<file path="src/rtl/cmd_arbiter.sv">
// ----------------------------------------------------------------------------
// cmd_arbiter
//   Picks one command per slot from host read/write requests, an internally
//   generated periodic refresh and background scrub requests, and holds it in
//   a single registered output slot handed to the DFI command FSM through the
//   cmd_valid / fsm_ready handshake.
//
//   Optional feature macro: CMD_ARB_SCRUB_EN
//     defined   -> scrub source participates at lowest priority
//     undefined -> scrub_ready tied low, CMD_SCRUB never issued
//
// Parameters
//   TREFI        refresh interval in clk cycles (>= 2)
//   REF_PEND_MAX saturation value of the pending-refresh counter
//   REF_URGENT   pending count at which refresh preempts host traffic
//
// Ports
//   clk, rst           clock, asynchronous active-high reset
//   host_valid/we/addr host request;  host_ready  = accepted this cycle
//   scrub_valid/addr   scrub request; scrub_ready = accepted this cycle
//   cmd_valid/type/addr output slot presented to the FSM
//   fsm_ready          FSM idle; transfer = cmd_valid & fsm_ready
//   ref_pending        outstanding refresh credits
//   ref_overflow       sticky: a refresh credit was lost at saturation
// ----------------------------------------------------------------------------
module cmd_arbiter #(
    parameter int unsigned TREFI        = 64,
    parameter int unsigned REF_PEND_MAX = 4,
    parameter int unsigned REF_URGENT   = 3
) (
    input  logic        clk,
    input  logic        rst,
    input  logic        host_valid,
    input  logic        host_we,
    input  logic [31:0] host_addr,
    output logic        host_ready,
    input  logic        scrub_valid,
    input  logic [31:0] scrub_addr,
    output logic        scrub_ready,
    output logic        cmd_valid,
    output logic [2:0]  cmd_type,
    output logic [31:0] cmd_addr,
    input  logic        fsm_ready,
    output logic [2:0]  ref_pending,
    output logic        ref_overflow
);

    typedef enum logic [2:0] {
        CMD_NOP     = 3'd0,
        CMD_READ    = 3'd1,
        CMD_WRITE   = 3'd2,
        CMD_REFRESH = 3'd3,
        CMD_SCRUB   = 3'd4
    } cmd_e;

    typedef enum logic {
        SLOT_EMPTY,
        SLOT_FULL
    } slot_e;

    localparam int unsigned      TW      = $clog2(TREFI);
    localparam logic [TW-1:0]    TRELOAD = TW'(TREFI - 1);
    localparam logic [2:0]       URG     = 3'(REF_URGENT);
    localparam logic [2:0]       PMAX    = 3'(REF_PEND_MAX);

    slot_e          slot_q, slot_d;
    cmd_e           type_q, type_d;
    logic [31:0]    addr_q, addr_d;
    logic [2:0]     pend_q, pend_d;
    logic           ovf_q,  ovf_d;
    logic [TW-1:0]  timer_q, timer_d;

    logic           urgent;
    logic           load;
    logic           tick;
    logic           ref_dec;
    logic           scrub_req;
    logic           win_valid;
    cmd_e           win_type;
    logic [31:0]    win_addr;

`ifdef CMD_ARB_SCRUB_EN
    assign scrub_req = scrub_valid;
`else
    logic unused_scrub;
    assign unused_scrub = ^{scrub_valid, scrub_addr};
    assign scrub_req    = 1'b0;
`endif

    always_ff @(posedge clk or posedge rst) begin
        if (rst) begin
            slot_q  <= SLOT_EMPTY;
            type_q  <= CMD_NOP;
            addr_q  <= '0;
            pend_q  <= '0;
            ovf_q   <= 1'b0;
            timer_q <= TRELOAD;
        end else begin
            slot_q  <= slot_d;
            type_q  <= type_d;
            addr_q  <= addr_d;
            pend_q  <= pend_d;
            ovf_q   <= ovf_d;
            timer_q <= timer_d;
        end
    end

    always_comb begin
        urgent    = (pend_q >= URG);
        // A full slot only asserts cmd_valid, so fsm_ready alone marks a transfer.
        load      = (slot_q == SLOT_EMPTY) || fsm_ready;

        win_valid = 1'b1;
        win_type  = CMD_NOP;
        win_addr  = '0;
        if (urgent) begin
            win_type = CMD_REFRESH;
        end else if (host_valid) begin
            win_type = host_we ? CMD_WRITE : CMD_READ;
            win_addr = host_addr;
        end else if (pend_q != '0) begin
            win_type = CMD_REFRESH;
        end else if (scrub_req) begin
            win_type = CMD_SCRUB;
            win_addr = scrub_addr;
        end else begin
            win_valid = 1'b0;
        end

        slot_d = slot_q;
        type_d = type_q;
        addr_d = addr_q;
        if (load) begin
            slot_d = win_valid ? SLOT_FULL : SLOT_EMPTY;
            type_d = win_valid ? win_type  : CMD_NOP;
            addr_d = win_valid ? win_addr  : '0;
        end

        tick    = (timer_q == '0);
        timer_d = tick ? TRELOAD : timer_q - 1'b1;

        ref_dec = load && win_valid && (win_type == CMD_REFRESH);
        pend_d  = pend_q;
        ovf_d   = ovf_q;
        if (tick && !ref_dec) begin
            if (pend_q == PMAX) begin
                ovf_d = 1'b1;
            end else begin
                pend_d = pend_q + 3'd1;
            end
        end else if (!tick && ref_dec) begin
            pend_d = pend_q - 3'd1;
        end
    end

    // Readies are combinational from state, so gate them with the async reset
    // to keep them low for the whole time reset is asserted.
    assign host_ready = load && !urgent && !rst;
`ifdef CMD_ARB_SCRUB_EN
    assign scrub_ready = load && !host_valid && (pend_q == '0) && !rst;
`else
    assign scrub_ready = 1'b0;
`endif

    assign cmd_valid    = (slot_q == SLOT_FULL);
    assign cmd_type     = type_q;
    assign cmd_addr     = addr_q;
    assign ref_pending  = pend_q;
    assign ref_overflow = ovf_q;

endmodule

</file>
<file path="config.mk">
export PLATFORM = sky130hd
export DESIGN_NAME = cmd_arbiter
export DESIGN_NICKNAME = d
export VERILOG_FILES = /design/src/rtl/cmd_arbiter.sv
export SDC_FILE = /design/constraint.sdc
export NUM_CORES = 1
export LEC_CHECK = 0
export CORE_UTILIZATION = 34
export CTS_CLUSTER_SIZE = 40
export DETAILED_ROUTE_END_ITERATION = 8
export GPL_ROUTABILITY_DRIVEN = 0
export PLACE_DENSITY_LB_ADDON = 0.08
export SETUP_SLACK_MARGIN = 0.3
export SYNTH_ARGS = -nofsm -noshare
export SYNTH_HDL_FRONTEND = slang
export SYNTH_SLANG_ARGS = --single-unit
export TNS_END_PERCENT = 1
</file>
<file path="constraint.sdc">
create_clock -name clk -period 2.2 [get_ports clk]
set_input_delay 0.33 -clock clk [delete_from_list [all_inputs] [get_ports clk]]
set_output_delay 0.33 -clock clk [all_outputs]
set_load 0.03 [all_outputs]
</file>
Word-level counts from Yosys, hierarchy flattened:

Index checks and enable logic that the tools add are counted.

* bits of input ports: 70
* bits in registers: 46
* word-level logic and storage cells: 46
* output and inout bits: 42

* add/subtract/negate cells: 3
* mux-type cells: 16
* equal/unequal tests: 3
* bitwise operators: 1
* reduce and logical (&&, ||, !) cells: 16
* order comparisons: 1

Operator list (count)
* $mux 32: 3
* $mux 3: 5
* $logic_and 1x1->1: 6
* $logic_not 6->1: 1
* $mux 2: 3
* $mux 6: 1
* $sub 6x1->6 const B: 1
* $logic_not 1->1: 4
* $mux 1: 4
* $reduce_and 2->1: 2
* $add 3x1->3 const B: 1
* $eq 3x2->1 const B: 1
* $eq 3x3->1 const B: 1
* $ge 3x2->1 const B: 1
* $reduce_bool 3->1: 1
* $sub 3x1->3 const B: 1
* $ne 2x2->1 const B: 1
* $reduce_bool 2->1: 1
* $logic_or 1x1->1: 1
* $not 1->1: 1

Depth between registers and ports, before layout:

* depth after elaboration: 10
* gate-level depth with buffers: 10
* depth with buffers taken out: 9

Worst setup path before layout:

Ideal clock, no wire load.

* path type: reg2reg
* start point: reg pend_q[0], in the netlist ref_pending[0]
* end point: reg pend_q[2], in the netlist ref_pending[2]
* path buffers: 1
* arrival time: 2.261 ns
* path slack: -0.148 ns
* cell stages (with the launch flop): 8
* period minus slack after synthesis: 2.348 ns
* required time: 2.113 ns
* library setup time: 0.087 ns
* path through: dfrtp_1 clkbuf_4 or2_1 o221ai_2 nand2_1 fa_1 or4_1 o211ai_1

* word-level cells in the longest chain between the ends: 10
* elaborated cells between the ends (all ways): 23
* those cells by class: add/sub: 2; order compare: 1; eq/ne: 3; mux: 9; reduce/logical: 8

RTL lines
* from (decl): RTL line 69 `logic [2:0] pend_q, pend_d;`
* from (signal assigned): RTL line 102 `pend_q <= pend_d;`
* $reduce_bool 3->1: RTL line 121 `end else if (pend_q != '0) begin`
* $mux 2 / $mux 1 (equally long branches): RTL line 121
* $mux 2 / $mux 1 (equally long branches): RTL line 118 `end else if (host_valid) begin`
* $mux 3 / $mux 1 (equally long branches): RTL line 116 `if (urgent) begin`
* $eq 3x2->1 / $logic_and 1x1->1 (equally long branches): RTL line 142 `ref_dec = load && win_valid && (win_type == CMD_REFRESH);`
* $logic_and 1x1->1: RTL line 142
* $logic_not 1->1: RTL line 145 `if (tick && !ref_dec) begin`
* $logic_and 1x1->1: RTL line 145
* $ne 2x2->1 (no line) / $reduce_bool 2->1 (equally long branches)
* $reduce_and 2->1 (no line)

Several ways; a longest one is shown, not always the timed one. The select of a mux whose other input is x is not followed.
A chain may end at the register's enable or synchronous reset.

Worst setup path after layout:

* start point: reg timer_q[0]
* end point: reg pend_q[1], in the netlist ref_pending[1]

* elaborated cells between the ends (all ways): 8
* those cells by class: eq/ne: 1; mux: 1; reduce/logical: 6

RTL lines
* from (decl): RTL line 71 `logic [TW-1:0] timer_q, timer_d;`
* from (signal assigned): RTL line 104 `timer_q <= timer_d;`
* $logic_not 6->1: RTL line 139 `tick = (timer_q == '0);`
* $logic_and 1x1->1: RTL line 145
* $mux 3: RTL line 145
* net pend_d[1]: RTL line 69

The timed path passes the listed nets, and every way through them passes these cells.

==> out/metrics.cfg <==
[route]
wl_per_cell_um=15.1
drt_pre_antenna_iters=4
routed_wirelength_um=4890
post-route-drc-count=0
drt-initial-drc-count=26
route.vias.total=1634
post_drt_via_cell_ratio=5.04
antenna_viol_nets_final=0

[sta]
grt_setup_unrepaired=yes
finalMaxSlewViolations=0
achievable-frequency_ghz=0.491
final.period_utilization_pct=92.5
max_slew_margin_pct=62.7
fin_skew_ns=0.00855
tightest_slew_ns=0.560
min_period_ns=2.04
setup_ws_ns=0.165
hold_viol_final=0
setup_viol=0

[yosys]
synth.lib_cells_used.distinct=42
largest_family_of_logic_cells_by_synthesized_area=compound AO/OA/AOI/OAI gates
synth_area_um2=1950
synth_async_sr_flop_share_pct=100
synth_enable_flop_cells=0
synth-compound-area-share_pct=23.0
seq_area_frac_synth_pct=58.3
synthFlopType=dfrtp_1
post_synth_fa_ha_maj_area_fraction_pct=1.67
post_synth_inst_count=159
yosys.area_share.simple_pct=9.65
synth_warnings=0
synth_seq_cells=45
mapped_avg_cell_area_um2=12.2
yosys.area_share.xor_xnor_pct=1.80
synth.area.mux_share_pct=0

[clock_tree]
root_buffer=clkbuf_8
numClockSinks=45
clock_insertion_delay_worst_skew_ns=0.29
cts-htree-levels=2
post_cts_hold_buffer_count=0
cts_max_path_buffers=2
clock_pin_slew_worst_setup_and_hold_paths_ns=0.09
cts_inserted_buffers=5
cts_tree=built

[worst_setup_path]
worst-r2r-setup-slack_ns=0.16
critical_path.startpoint=timer_q[0]
crit_path_largest_cell_delay_ns=0.55
criticalPathCategory=flop to flop
timing.critical_path.arrival_ns=2.19
end_kind=flop
timing.critical_path.from_type=flop
data_required_time_at_the_worst_endpoint_ns=2.36
crit_family=adder cells
worst_path_max_delay_cell=dfstp_2
ff2ff_path_depth=8
worst-path-max-fanout=3
regToRegEndpoint=ref_pending[1]
cp_cell_sequence=inv_2 > ha_4 > and3b_2 > nand2_2 > fa_2 > buf_4 > a22oi_2 > o221ai_1
reg2reg_start=timer_q[0]
critPathBufInv=2

[floorplan]
io-pin-count=112
design.die.area_um2=6030
initial_core_util_pct=35.3
core_area_um2=5510
die_height_um=77.6
row_count=27
fp.dieW_um=77.6

[outcome]
result_of_the_run=complete, no violations

[final_layout]
area_delta_synth_final_pct=54.8
drive_above_1_share_pct=22.2
layout.core_utilization_pct=54.7
nNetsFinal=323
antennaDiodeCount=0

[grt]
antenna_found_initial=0
grt_overflow=0
grt_start_max_net_pins=46
grt_pass1_wl_um=8000
grt_pass1_vias=1726
grtUsageTotal_pct=17.0

[placed_design]
detailed_placer_s_ending_hpwl_um=3450
detailedPlace.worstSlack_ns=-0.247
place.port_buffers=76

[hold_path]
hp-class=flop to flop
holdPathStages=1
min_to=ref_overflow
worst_min_path_start=ref_overflow

[power]
power_density_nw_per_um2=1040
total_power_uw=3120
irDropWorstVdd_v=0.000433
power.static_leakage_uw=0.00130

[run]
maxCapViolations=0

==> layout by cell type (no fill, tap or decap), types with 2 or more instances in the layout <==
cell / count
nand2_1: 6
a22oi_2: 2
o22ai_1: 2
inv_2: 3
a22o_1: 32
xnor2_1: 3
o211ai_1: 2
clkbuf_8: 5
clkinv_2: 2
and3_1: 2
clkdlybuf4s50_1: 74
inv_1: 4
nor2_1: 6
dfrtp_1: 38
nand3b_1: 2
nor2_2: 2
dfstp_2: 6
a21oi_1: 7
conb_1: 2
buf_4: 22
o21ai_0: 3
==> per-stage QoR <==
step / instance area, µm² / std cells / hold slack [ns] / setup TNS [ns]
4_1_cts: 3000 / 324 / 0.500 / 0
5_1_grt: 3010 / 324 / 0.518 / 0
6_report: 3010 / 324 / 0.499 / 0
3_3_place_gp: 2850 / 312 / 0.448 / -0.349
3_5_place_dp: 2850 / 312 / 0.464 / -0.463
2_1_floorplan: 1950 / 160 / 0.435 / -0.166
==> flip-flops by register name, summed over array words and instances, names as in the netlist <==
register and flops:
timer_q 6, cmd_addr 32, ref_overflow 1, cmd_type 2, ref_pending 3, cmd_valid 1
==> layout make-up <==
class                           instances  area, µm²
Multi-Input combinational cell         95        763
Timing Repair Buffer                   97        915
Fill cell                             498       2490
Clock buffer                            6       72.6
Tap cell                               72       90.1
Inverter                                7       26.3
Sequential cell                        45       1130
Clock inverter                          2       10.0
==> per-layer routing <==
layer	global-route usage, %	vias up	part of all wire, %
li1	-	760	-
met1	20.2	814	42
met2	29.6	54	50
met3	5.41	6	6.6
met4	4.53	0	1.1
met5	0	-	0
==> power breakdown <==
group | internal, µW | switching (µW) | leakage (µW)
Clock | 220 | 271 | 0.0000450
Sequential | 998 | 101 | 0.000571
Combinational | 702 | 830 | 0.000686
Total | 1920 | 1200 | 0.00130
==> Yosys cell counts, types with 2 or more instances <==
| master | count | area share (%) |
|---|---|---|
| buf_2 | 5 | 1.3 |
| nand2_1 | 7 | 1.4 |
| a22o_1 | 32 | 14 |
| o21ai_0 | 4 | 1.0 |
| buf_4 | 3 | 1.2 |
| nor2_1 | 7 | 1.4 |
| nand3b_1 | 2 | 0.77 |
| a21oi_1 | 7 | 1.8 |
| dfstp_2 | 6 | 8.1 |
| clkbuf_1 | 3 | 0.58 |
| and3_1 | 2 | 0.64 |
| o211ai_1 | 2 | 0.77 |
| o22ai_1 | 2 | 0.64 |
| inv_1 | 7 | 1.4 |
| a22oi_1 | 3 | 1.2 |
| dfrtp_1 | 39 | 50 |
| xnor2_1 | 3 | 1.4 |
==> cell families (layout without fill, tap and decap cells) <==
family                   count (synthesis)  after routing
AO/OA/AOI/OAI                           56             56
flip-flops                              45             45
AND/OR/NAND/NOR                         31             31
XOR/XNOR                                 4              4
adder cells (fa/ha/maj)                  2              2
buffers and inverters                   20            112
other                                    1              2
==> how the worst max path moves through the flow <==
stage | to | slack, ns | depth (start not counted)
floorplan | ref_pending[2] | -0.09 | 7
global placement | ref_pending[2] | -0.19 | 7
detailed placement | ref_pending[2] | -0.25 | 7
CTS | ref_pending[1] | 0.17 | 9
global route | ref_pending[1] | 0.06 | 9
finish | ref_pending[1] | 0.16 | 8
==> what timing repair did <==
item / in CTS / in global routing
cloned: 0 / 0
pin swaps: 7 / 3
endpoints found under the hold margin: 0 / 0
gates resized for setup: 13 / 2
buffers inserted: 4 / 0
endpoints found under the setup margin: 2 / 5
(Power assumes the default switching activity.)
